## config.mk

```make
export PLATFORM = sky130hd
export DESIGN_NAME = bincnt_seq
export DESIGN_NICKNAME = d
export VERILOG_FILES = /design/src/rtl/bincnt_seq.sv
export SDC_FILE = /design/constraint.sdc
export NUM_CORES = 1
export LEC_CHECK = 0
export BUFFER_PORTS_ARGS = -buffer_cell sky130_fd_sc_hd__buf_2
export CAP_MARGIN = 20
export CORE_UTILIZATION = 30
export CTS_CLUSTER_SIZE = 12
export DETAILED_ROUTE_END_ITERATION = 12
export PLACE_DENSITY = 0.46
export SLEW_MARGIN = 5
export SYNTH_ARGS = -nofsm -noshare
export SYNTH_HDL_FRONTEND = slang
export SYNTH_SLANG_ARGS = --single-unit
```

## constraint.sdc

```tcl
create_clock -name clk -period 8.3 [get_ports clk]
set_clock_uncertainty 0.2 [all_clocks]
set_input_delay 1.245 -clock clk [delete_from_list [all_inputs] [get_ports clk]]
set_output_delay 1.245 -clock clk [all_outputs]
set_load 0.005 [all_outputs]
```

## src/rtl/bincnt_seq.sv

```systemverilog
// Sequential popcount and bit sorter. Consumes CHUNK bits per clock and returns the
// ones-count plus the thermometer-sorted word, with valid/ready handshakes on both sides.
module bincnt_seq #(
  parameter  int W     = 16,
  parameter  int CHUNK = 4,
  parameter  int EARLY = 1,
  localparam int N     = W / CHUNK,
  localparam int CW    = $clog2(W + 1),
  localparam int SW    = (N > 1) ? $clog2(N) : 1
) (
  input  logic          clk,
  input  logic          rst,
  input  logic          in_valid,
  output logic          in_ready,
  input  logic [W-1:0]  x,
  output logic          out_valid,
  input  logic          out_ready,
  output logic [CW-1:0] cnt,
  output logic [W-1:0]  y
);

  typedef enum logic [1:0] {IDLE, BUSY, DONE} state_e;

  state_e        state_q, state_d;
  logic [W-1:0]  sh_q, sh_d, y_q, y_d;
  logic [CW-1:0] acc_q, acc_d, cnt_q, cnt_d;
  logic [SW-1:0] step_q, step_d;
  logic [CW-1:0] acc_nx;
  logic [W-1:0]  sh_nx;
  logic          fin;

  function automatic logic [CW-1:0] popc(input logic [CHUNK-1:0] v);
    logic [CW-1:0] s;
    s = '0;
    for (int i = 0; i < CHUNK; i++) s = s + CW'(v[i]);
    return s;
  endfunction

  function automatic logic [W-1:0] therm(input logic [CW-1:0] a);
    logic [W-1:0] t;
    t = '0;
    for (int i = 0; i < W; i++) t[i] = (i < int'(a));
    return t;
  endfunction

  always_comb begin
    acc_nx  = acc_q + popc(sh_q[CHUNK-1:0]);
    sh_nx   = sh_q >> CHUNK;
    // Early exit once the remaining unconsumed bits cannot add to the count.
    fin     = (step_q == SW'(N - 1)) || ((EARLY != 0) && (sh_nx == '0));
    state_d = state_q;
    sh_d    = sh_q;
    acc_d   = acc_q;
    step_d  = step_q;
    cnt_d   = cnt_q;
    y_d     = y_q;
    case (state_q)
      IDLE: if (in_valid) begin
        sh_d    = x;
        acc_d   = '0;
        step_d  = '0;
        state_d = BUSY;
      end
      BUSY: begin
        acc_d  = acc_nx;
        sh_d   = sh_nx;
        step_d = step_q + 1'b1;
        if (fin) begin
          cnt_d   = acc_nx;
          y_d     = therm(acc_nx);
          state_d = DONE;
        end
      end
      DONE: if (out_ready) state_d = IDLE;
      default: state_d = IDLE;
    endcase
  end

  always_ff @(posedge clk or posedge rst) begin
    if (rst) begin
      state_q <= IDLE;
      sh_q    <= '0;
      acc_q   <= '0;
      step_q  <= '0;
      cnt_q   <= '0;
      y_q     <= '0;
    end else begin
      state_q <= state_d;
      sh_q    <= sh_d;
      acc_q   <= acc_d;
      step_q  <= step_d;
      cnt_q   <= cnt_d;
      y_q     <= y_d;
    end
  end

  assign in_ready  = (state_q == IDLE) && !rst;
  assign out_valid = (state_q == DONE);
  assign cnt       = cnt_q;
  assign y         = y_q;

endmodule

```

Word-level counts from Yosys, hierarchy flattened
Cells that the tools add are included.
- $add $sub $neg: 5
- $lt $le $gt $ge: 16
- equal/unequal tests: 6
- multiplexer cells: 10
- reduce and logical (&&, ||, !) cells: 9
- operators by type and width (cell ; count):
    4-bit by 5-bit less-than comparator with 1-bit output, first input constant ; 8
    16-bit one-hot mux with 2 select lines ; 1
    3-bit by 5-bit less-than comparator with 1-bit output, first input constant ; 4
    16-bit zero test ; 1
    16-bit 2-to-1 mux ; 1
    1-bit by 5-bit less-than comparator with 1-bit output, first input constant ; 2
    2-bit by 5-bit less-than comparator with 1-bit output, first input constant ; 2
    5-bit one-hot mux with 2 select lines ; 1
    2-bit 2-to-1 mux ; 4
    2-bit one-hot mux with 3 select lines ; 1
    5-bit by 4-bit adder with 5-bit output ; 1
    5-bit 2-to-1 mux ; 1
    3-bit by 1-bit adder with 4-bit output ; 1
    2-bit equality test, second input constant ; 2
    2-bit != test, second input constant ; 2
    2-bit one-hot mux with 2 select lines ; 1
    2-bit AND reduction ; 2
    2-bit by 1-bit adder with 3-bit output ; 1
    3-bit AND reduction ; 1
    1-bit by 1-bit adder with 2-bit output ; 1
    2-bit by 1-bit adder with 2-bit output, second input constant ; 1
    2-bit by 1-bit equality test with 1-bit output, second input constant ; 1
    2-bit zero test ; 1
    2-bit by 1-bit != test with 1-bit output, second input constant ; 1
    4 further kinds ; 4
- bits in registers: 46
- word-level logic and storage cells: 52

Depth between registers and ports, before layout
Gate-level depths: netlist of the first run.
- word-level depth: 5
- depth in mapped cells: 10

Worst setup path before layout of the first run
OpenSTA, ideal clock, no wires.
- path type: register to register
- start point: reg sh_q[0]
- end point: reg y_q[4], in the netlist y[4]
- stages on the path, launching flop included: 11
- required time: 7.962 ns
- path buffers: 1
- data arrival time: 2.632 ns
- slack: 5.330 ns
- path through: dfrtp_1 -> fa_1 -> inv_1 -> fa_1 -> inv_1 -> fa_1 -> nand3_1 -> xor2_1 -> clkbuf_1 -> nor3b_1 -> a31oi_1
- word-level cells in the longest chain between the ends: 5
- ends and longest elaborated chain (item ; RTL line ; RTL):
    start, declared ; 25 ; logic [W-1:0] sh_q, sh_d, y_q, y_d;
    start signal, assigned ; 82 ; sh_q <= '0;
    start signal, assigned ; 89 ; sh_q <= sh_d;
    1-bit by 1-bit adder with 2-bit output ; 35 ; for (int i = 0; i < CHUNK; i++) s = s + CW'(v[i]);
    2-bit by 1-bit adder with 3-bit output ; 35 ;
    3-bit by 1-bit adder with 4-bit output ; 35 ;
    5-bit by 4-bit adder with 5-bit output ; 47 ; acc_nx = acc_q + popc(sh_q[CHUNK-1:0]);
    3-bit by 5-bit less-than comparator with 1-bit output ; 42 ; for (int i = 0; i < W; i++) t[i] = (i < int'(a));
    end signal, assigned ; 93 ; y_q <= y_d;
    end, declared ; 25 ;
No other way between the ends.
A chain may end at the register's enable or synchronous reset.

Worst setup path in the final report of the first run
- start point: reg sh_q[0]
- end point: reg y_q[2], in the netlist y[2]
- word-level cells in the longest chain between the ends: 5
- ends and longest elaborated chain (item ; RTL line):
    1-bit by 1-bit adder with 2-bit output ; 35
    2-bit by 1-bit adder with 3-bit output ; 35
    3-bit by 1-bit adder with 4-bit output ; 35
    5-bit by 4-bit adder with 5-bit output ; 47
    2-bit by 5-bit less-than comparator with 1-bit output ; 42
No other way between the ends.

==> run_results.csv, run 1 <==
group,metric,value,unit
die,rows,30,
logic_synthesis,syn-cell-area,2160,sq um
clocking,cts_buffer_depth,2,
finish,diodes,0,
clocking,cts_tree,"done",
global_routing,met1_usage,0.193,
global_routing,grt_use_met3,0.0303,
outcome,status,"complete, no violations",
logic_synthesis,synth_nets,238,
power,p_leak,0.00120,uW
sta,maxClockFrequency,282,MHz
global_routing,use_met2,0.200,
clocking,ctsResizeCount,0,
global_routing,track_usage,0.135,
finish,final_common_cell,"dfrtp_1",
hold_path,holdCritPathClass,"reg -> reg",
drt,drt_first_pass_iters,4,
logic_synthesis,avgSynthCellArea,10.2,sq um
logic_synthesis,syn_inst,213,
setup_path,cp_max_fo,11,
drt,antenna_left,0,
drt,via_count,1603,
die,die_h,86.9,um
setup_path,end_kind,"flop",
die,initial_core_util,0.315,
sta,finalSetupViolCount,0,
sta,setup_tns,0,ns
logic_synthesis,ys_seq_area_frac,0.521,
die,dieWidth,86.9,um
sta,rsz0062_at_grt,"no",
setup_path,crit_path_start_kind,"flop",
power,powerDensity,453,nW/um^2
drt,drt_iter0_drc,82,
clocking,post_cts_buffers,0,
finish,layout_common_cells,"45 x dfrtp_1, 42 x buf_2, 23 x nand2_1, 23 x o21ai_0, 21 x nor2_1",
global_routing,busiest_layer,"met2",
clocking,numCtsBuffers,5,
die,io_pins,43,
logic_synthesis,synth_ff_type,"dfrtp_1",
setup_path,arrival,3.51,ns
finish,syn2layout_area_growth,17.5,%
die,dieArea,7550,sq um
power,vdd_ir_drop_max,0.000139,V
global_routing,grt_pass1_vias,1549,
sta,fin_crit_sh,0.427,
place,portBuffers,42,
place,dp_slack,4.71,ns
sta,slew_headroom,0.460,
clocking,clock-sinks,45,
global_routing,antenna_found_initial,0,
power,power.total,1150,uW
sta,final_max_slew_viol_count,0,
clocking,clock_latency,0.30,ns
drt,wirelength,4510,um
drt,wl_per_cell,13.0,um
global_routing,grt_first_pass_wirelength,7770,um
sta,setup_slack,4.75,ns
place,globalplace.congestion,0.687,
logic_synthesis,synth-async-reset-ratio,1.00,
setup_path,critical_path_class,"reg -> reg",
setup_path,required,8.26,ns
global_routing,gr-total-overflow,0,
place,dpl.hpwl,3160,um
logic_synthesis,yosysWarnings,0,
sta,tightest_slew,0.811,ns
global_routing,grt_start_max_net_pins,46,
drt,drc,0,
finish,nets,274,
logic_synthesis,synth_cell_type_count,36,
clocking,clockRootBuffer,"clkbuf_8",
finish,drive_gt1_frac,0.232,
sta,hold_viol_final,0,
run,maxCapViolCount,0,
clocking,cts.htree.levels,2,
logic_synthesis,synth-edff-count,0,
clocking,clk_pin_slew,0.09,ns
finish,fillers,722,
die,coreArea,6870,sq um
clocking,ctsHoldBuffers,0,
drt,viasPerCell,4.63,
logic_synthesis,synth-seq-cells,45,
sta,min_period,3.55,ns
## critical path, stage by stage (launching register included)
cell,delay [ns]
dfrtp_1,0.41
fa_1,0.53
inv_1,0.05
fa_1,0.37
inv_1,0.11
fa_1,0.25
nand3_1,0.11
xor2_1,0.62
nor4b_1,0.61
a31oi_1,0.16
## synthesized netlist by cell type (3+ instances only)
library cell  number  share of area
nor2_1            21          0.036
o21bai_1           4          0.014
inv_1             11          0.019
clkbuf_1           8          0.014
fa_1               3          0.028
dfrtp_1           45           0.52
o21ai_0           23          0.053
buf_2              3         0.0069
buf_6              3          0.016
a22o_1             4          0.016
nand2_1           23          0.040
nor2b_1            4          0.012
a31oi_1           13          0.038
nand2b_1           3         0.0087
mux2i_1           12          0.056
a21oi_1            8          0.019
## cell type report
| type | count | area [sq um] | area share |
|---|---|---|---|
| clock inverters | 3 | 43.8 | 0.0172 |
| well taps | 96 | 120 | 0.0473 |
| multi-input cells | 141 | 908 | 0.357 |
| inverters | 11 | 41.3 | 0.0162 |
| repair buffers | 45 | 233 | 0.0916 |
| flip-flops and latches | 45 | 1130 | 0.443 |
| clock buffers | 5 | 68.8 | 0.0271 |
## per-stage QoR
| stage | util | hold WS (ns) | cell area, sq um | std cells |
|---|---|---|---|---|
| global placement | 0.354 | 0.267 | 2430 | 338 |
| CTS | 0.370 | 0.297 | 2540 | 346 |
| detailed placement | 0.354 | 0.275 | 2430 | 338 |
| floorplan | - | 0.250 | 2160 | 213 |
| global route | 0.370 | 0.344 | 2540 | 346 |
| finish | 0.370 | 0.287 | 2540 | 346 |
## cell families (layout without fill, tap and decap cells)
logic type | count (synthesis) | count (layout) | share of synthesized area
AO/OA/AOI/OAI | 58 | 58 | 0.174
multiplexers | 13 | 13 | 0.0608
flip-flops | 45 | 45 | 0.521
adder cells (fa/ha/maj) | 5 | 5 | 0.0394
AND/OR/NAND/NOR | 62 | 62 | 0.132
buffers and inverters | 27 | 64 | 0.0608
XOR/XNOR | 3 | 3 | 0.0122
## path summary, 6_finish.rpt
| check | start | endpoint | slack (ns) | depth (start not counted) |
|---|---|---|---|---|
| setup reg to reg | sh_q[0]$_DFFE_PP0P_ | y[2]$_DFFE_PP0P_ | 4.75 | 9 |
| max in group asynchronous | rst | cnt[1]$_DFFE_PP0P_ | 6.64 | 3 |
| setup / recovery | sh_q[0]$_DFFE_PP0P_ | y[2]$_DFFE_PP0P_ | 4.75 | 9 |
| min in group asynchronous | rst | sh_q[15]$_DFFE_PP0P_ | 0.88 | 3 |
| hold / removal | sh_q[2]$_DFFE_PP0P_ | sh_q[2]$_DFFE_PP0P_ | 0.29 | 2 |
| hold reg to reg | sh_q[2]$_DFFE_PP0P_ | sh_q[2]$_DFFE_PP0P_ | 0.29 | 2 |
## metal layers
metal	vias up	share of wire	routed length (um)
met5	-	0	0
met3	7	0.043	194
met1	756	0.49	2220
li1	807	-	-
met4	0	0.016	71
met2	33	0.45	2020
## state kept, by name (all words and copies together), names as in the netlist
name     count
cnt          4
y           16
sh_q        16
step_q       2
state_q      2
acc_q        5
## where the power goes
| part | switching, uW | internal (uW) | leakage [uW] | total [uW] |
|---|---|---|---|---|
| logic | 336 | 247 | 0.000607 | 583 |
| clock network | 79.2 | 90.3 | 0.0000585 | 170 |
| registers | 74.9 | 324 | 0.000539 | 399 |
No activity file was read; power rests on OpenSTA's default activity.
==> run 2, diff against run 1 <==
Clock period 8.3 ns to 3.6 ns, I/O delays scaled along.
==> run_results.csv, run 2 (synthesized netlist as in run 1, its figures left out) <==
group,metric,value,unit
outcome,status,"complete, no violations",
die,initial_core_util,0.315,
sta,maxClockFrequency,326,MHz
die,dieWidth,86.9,um
sta,finalSetupViolCount,0,
sta,hold_viol_final,0,
place,globalplace.congestion,0.695,
setup_path,cp_max_fo,4,
sta,tightest_slew,0.838,ns
global_routing,track_usage,0.137,
power,p_leak,0.00119,uW
finish,fillers,736,
drt,viasPerCell,4.66,
clocking,post_cts_buffers,0,
drt,via_count,1622,
clocking,cts_buffer_depth,2,
clocking,ctsResizeCount,0,
finish,nets,276,
finish,layout_common_cells,"45 x dfrtp_1, 42 x buf_2, 23 x nand2_1, 23 x o21ai_0, 21 x nor2_1",
drt,wirelength,4740,um
die,die_h,86.9,um
global_routing,grt_first_pass_wirelength,7990,um
setup_path,critical_path_class,"reg -> reg",
global_routing,antenna_found_initial,0,
clocking,clock-sinks,45,
sta,min_period,3.07,ns
clocking,cts_tree,"done",
global_routing,use_met2,0.212,
place,dpl.hpwl,3340,um
clocking,cts.htree.levels,2,
die,rows,30,
sta,setup_tns,0,ns
setup_path,arrival,3.03,ns
setup_path,end_kind,"flop",
finish,drive_gt1_frac,0.234,
finish,diodes,0,
power,p_int,1470,uW
finish,syn2layout_area_growth,17.1,%
drt,wl_per_cell,13.6,um
hold_path,holdCritPathClass,"in -> async",
global_routing,met1_usage,0.193,
drt,drt_first_pass_iters,4,
drt,drc,0,
global_routing,grt_pass1_vias,1605,
clocking,clockRootBuffer,"clkbuf_8",
power,p_switching,1160,uW
sta,holdWs,0.107,ns
clocking,clk_pin_slew,0.09,ns
clocking,numCtsBuffers,5,
drt,drt_iter0_drc,62,
global_routing,grt_start_max_net_pins,35,
run,maxCapViolCount,0,
global_routing,gr-total-overflow,0,
setup_path,crit_path_start_kind,"flop",
sta,final_max_slew_viol_count,0,
die,io_pins,43,
place,portBuffers,42,
power,power_frac_seq,0.352,
power,vdd_ir_drop_max,0.000343,V
power,switching_share,0.440,
setup_path,required,3.56,ns
clocking,ctsHoldBuffers,0,
sta,fin_crit_sh,0.852,
power,comb_power_share,0.528,
sta,rsz0062_at_grt,"no",
power,powerDensity,1040,nW/um^2
setup_path,worst-r2r-cell-count,9,
die,coreArea,6870,sq um
die,dieArea,7550,sq um
finish,final_common_cell,"dfrtp_1",
drt,antenna_left,0,
global_routing,grt_use_met3,0.0265,
clocking,clock_latency,0.29,ns
power,clkPwrFrac,0.120,
sta,slew_headroom,0.438,
finish,utilization,0.368,
global_routing,busiest_layer,"met2",
## run 2: layout make-up
cell class | instances | area (sq um) | area share
Timing Repair Buffer | 47 | 248 | 0.0979
Multi-Input combinational cell | 141 | 908 | 0.359
Inverter | 11 | 41.3 | 0.0163
Sequential cell | 45 | 1130 | 0.445
Clock buffer | 6 | 72.6 | 0.0287
Clock inverter | 2 | 15.0 | 0.00593
Tap cell | 96 | 120 | 0.0475
## run 2: per-stage QoR
| step | std cells | cell area [sq um] | setup WS [ns] | power [uW] |
|---|---|---|---|---|
| 3_3_place_gp | 340 | 2440 | 0.547 | 2330 |
| 4_1_cts | 348 | 2530 | 0.501 | 2680 |
| 3_5_place_dp | 340 | 2440 | 0.508 | 2360 |
| 5_1_grt | 348 | 2530 | 0.264 | 2900 |
| 2_1_floorplan | 213 | 2160 | 0.630 | 1920 |
| 6_report | 348 | 2530 | 0.534 | 2620 |
## run 2: worst paths after layout
check	from	end	slack, ns
hold / removal	rst	state_q[0]$_DFFE_PP0P_	0.11
min in group clk	x[14]	sh_q[14]$_DFFE_PP0P_	0.26
max in group asynchronous	rst	acc_q[3]$_DFFE_PP0P_	2.35
hold reg to reg	sh_q[2]$_DFFE_PP0P_	sh_q[2]$_DFFE_PP0P_	0.29
setup reg to reg	sh_q[0]$_DFFE_PP0P_	y[3]$_DFFE_PP0P_	0.53
setup / recovery	sh_q[0]$_DFFE_PP0P_	y[3]$_DFFE_PP0P_	0.53
## run 2: layer usage
layer  vias to the layer above  routed length (um)
li1                        813                   -
met1                       775                2500
met2                        32                2040
met3                         2                 158
met4                         0                  32
met5                         -                   0
## run 2: worst max-delay path, stage by stage (launching register included)
cell and delay (ns):
dfrtp_1 0.40, fa_1 0.53, inv_1 0.05, fa_1 0.38, inv_1 0.12, fa_1 0.26
nand3_1 0.11, xor2_1 0.17, nor4b_1 0.56, a21oi_1 0.16
## run 2: power by group through the flow
stage / logic (uW) / clock network (uW) / registers, uW
after CTS: 1430 / 329 / 927
after global placement: 1400 / 0 / 930
after detailed placement: 1420 / 0 / 937
final: 1380 / 315 / 923
after global routing: 1590 / 349 / 965
after floorplan: 1050 / 0 / 879
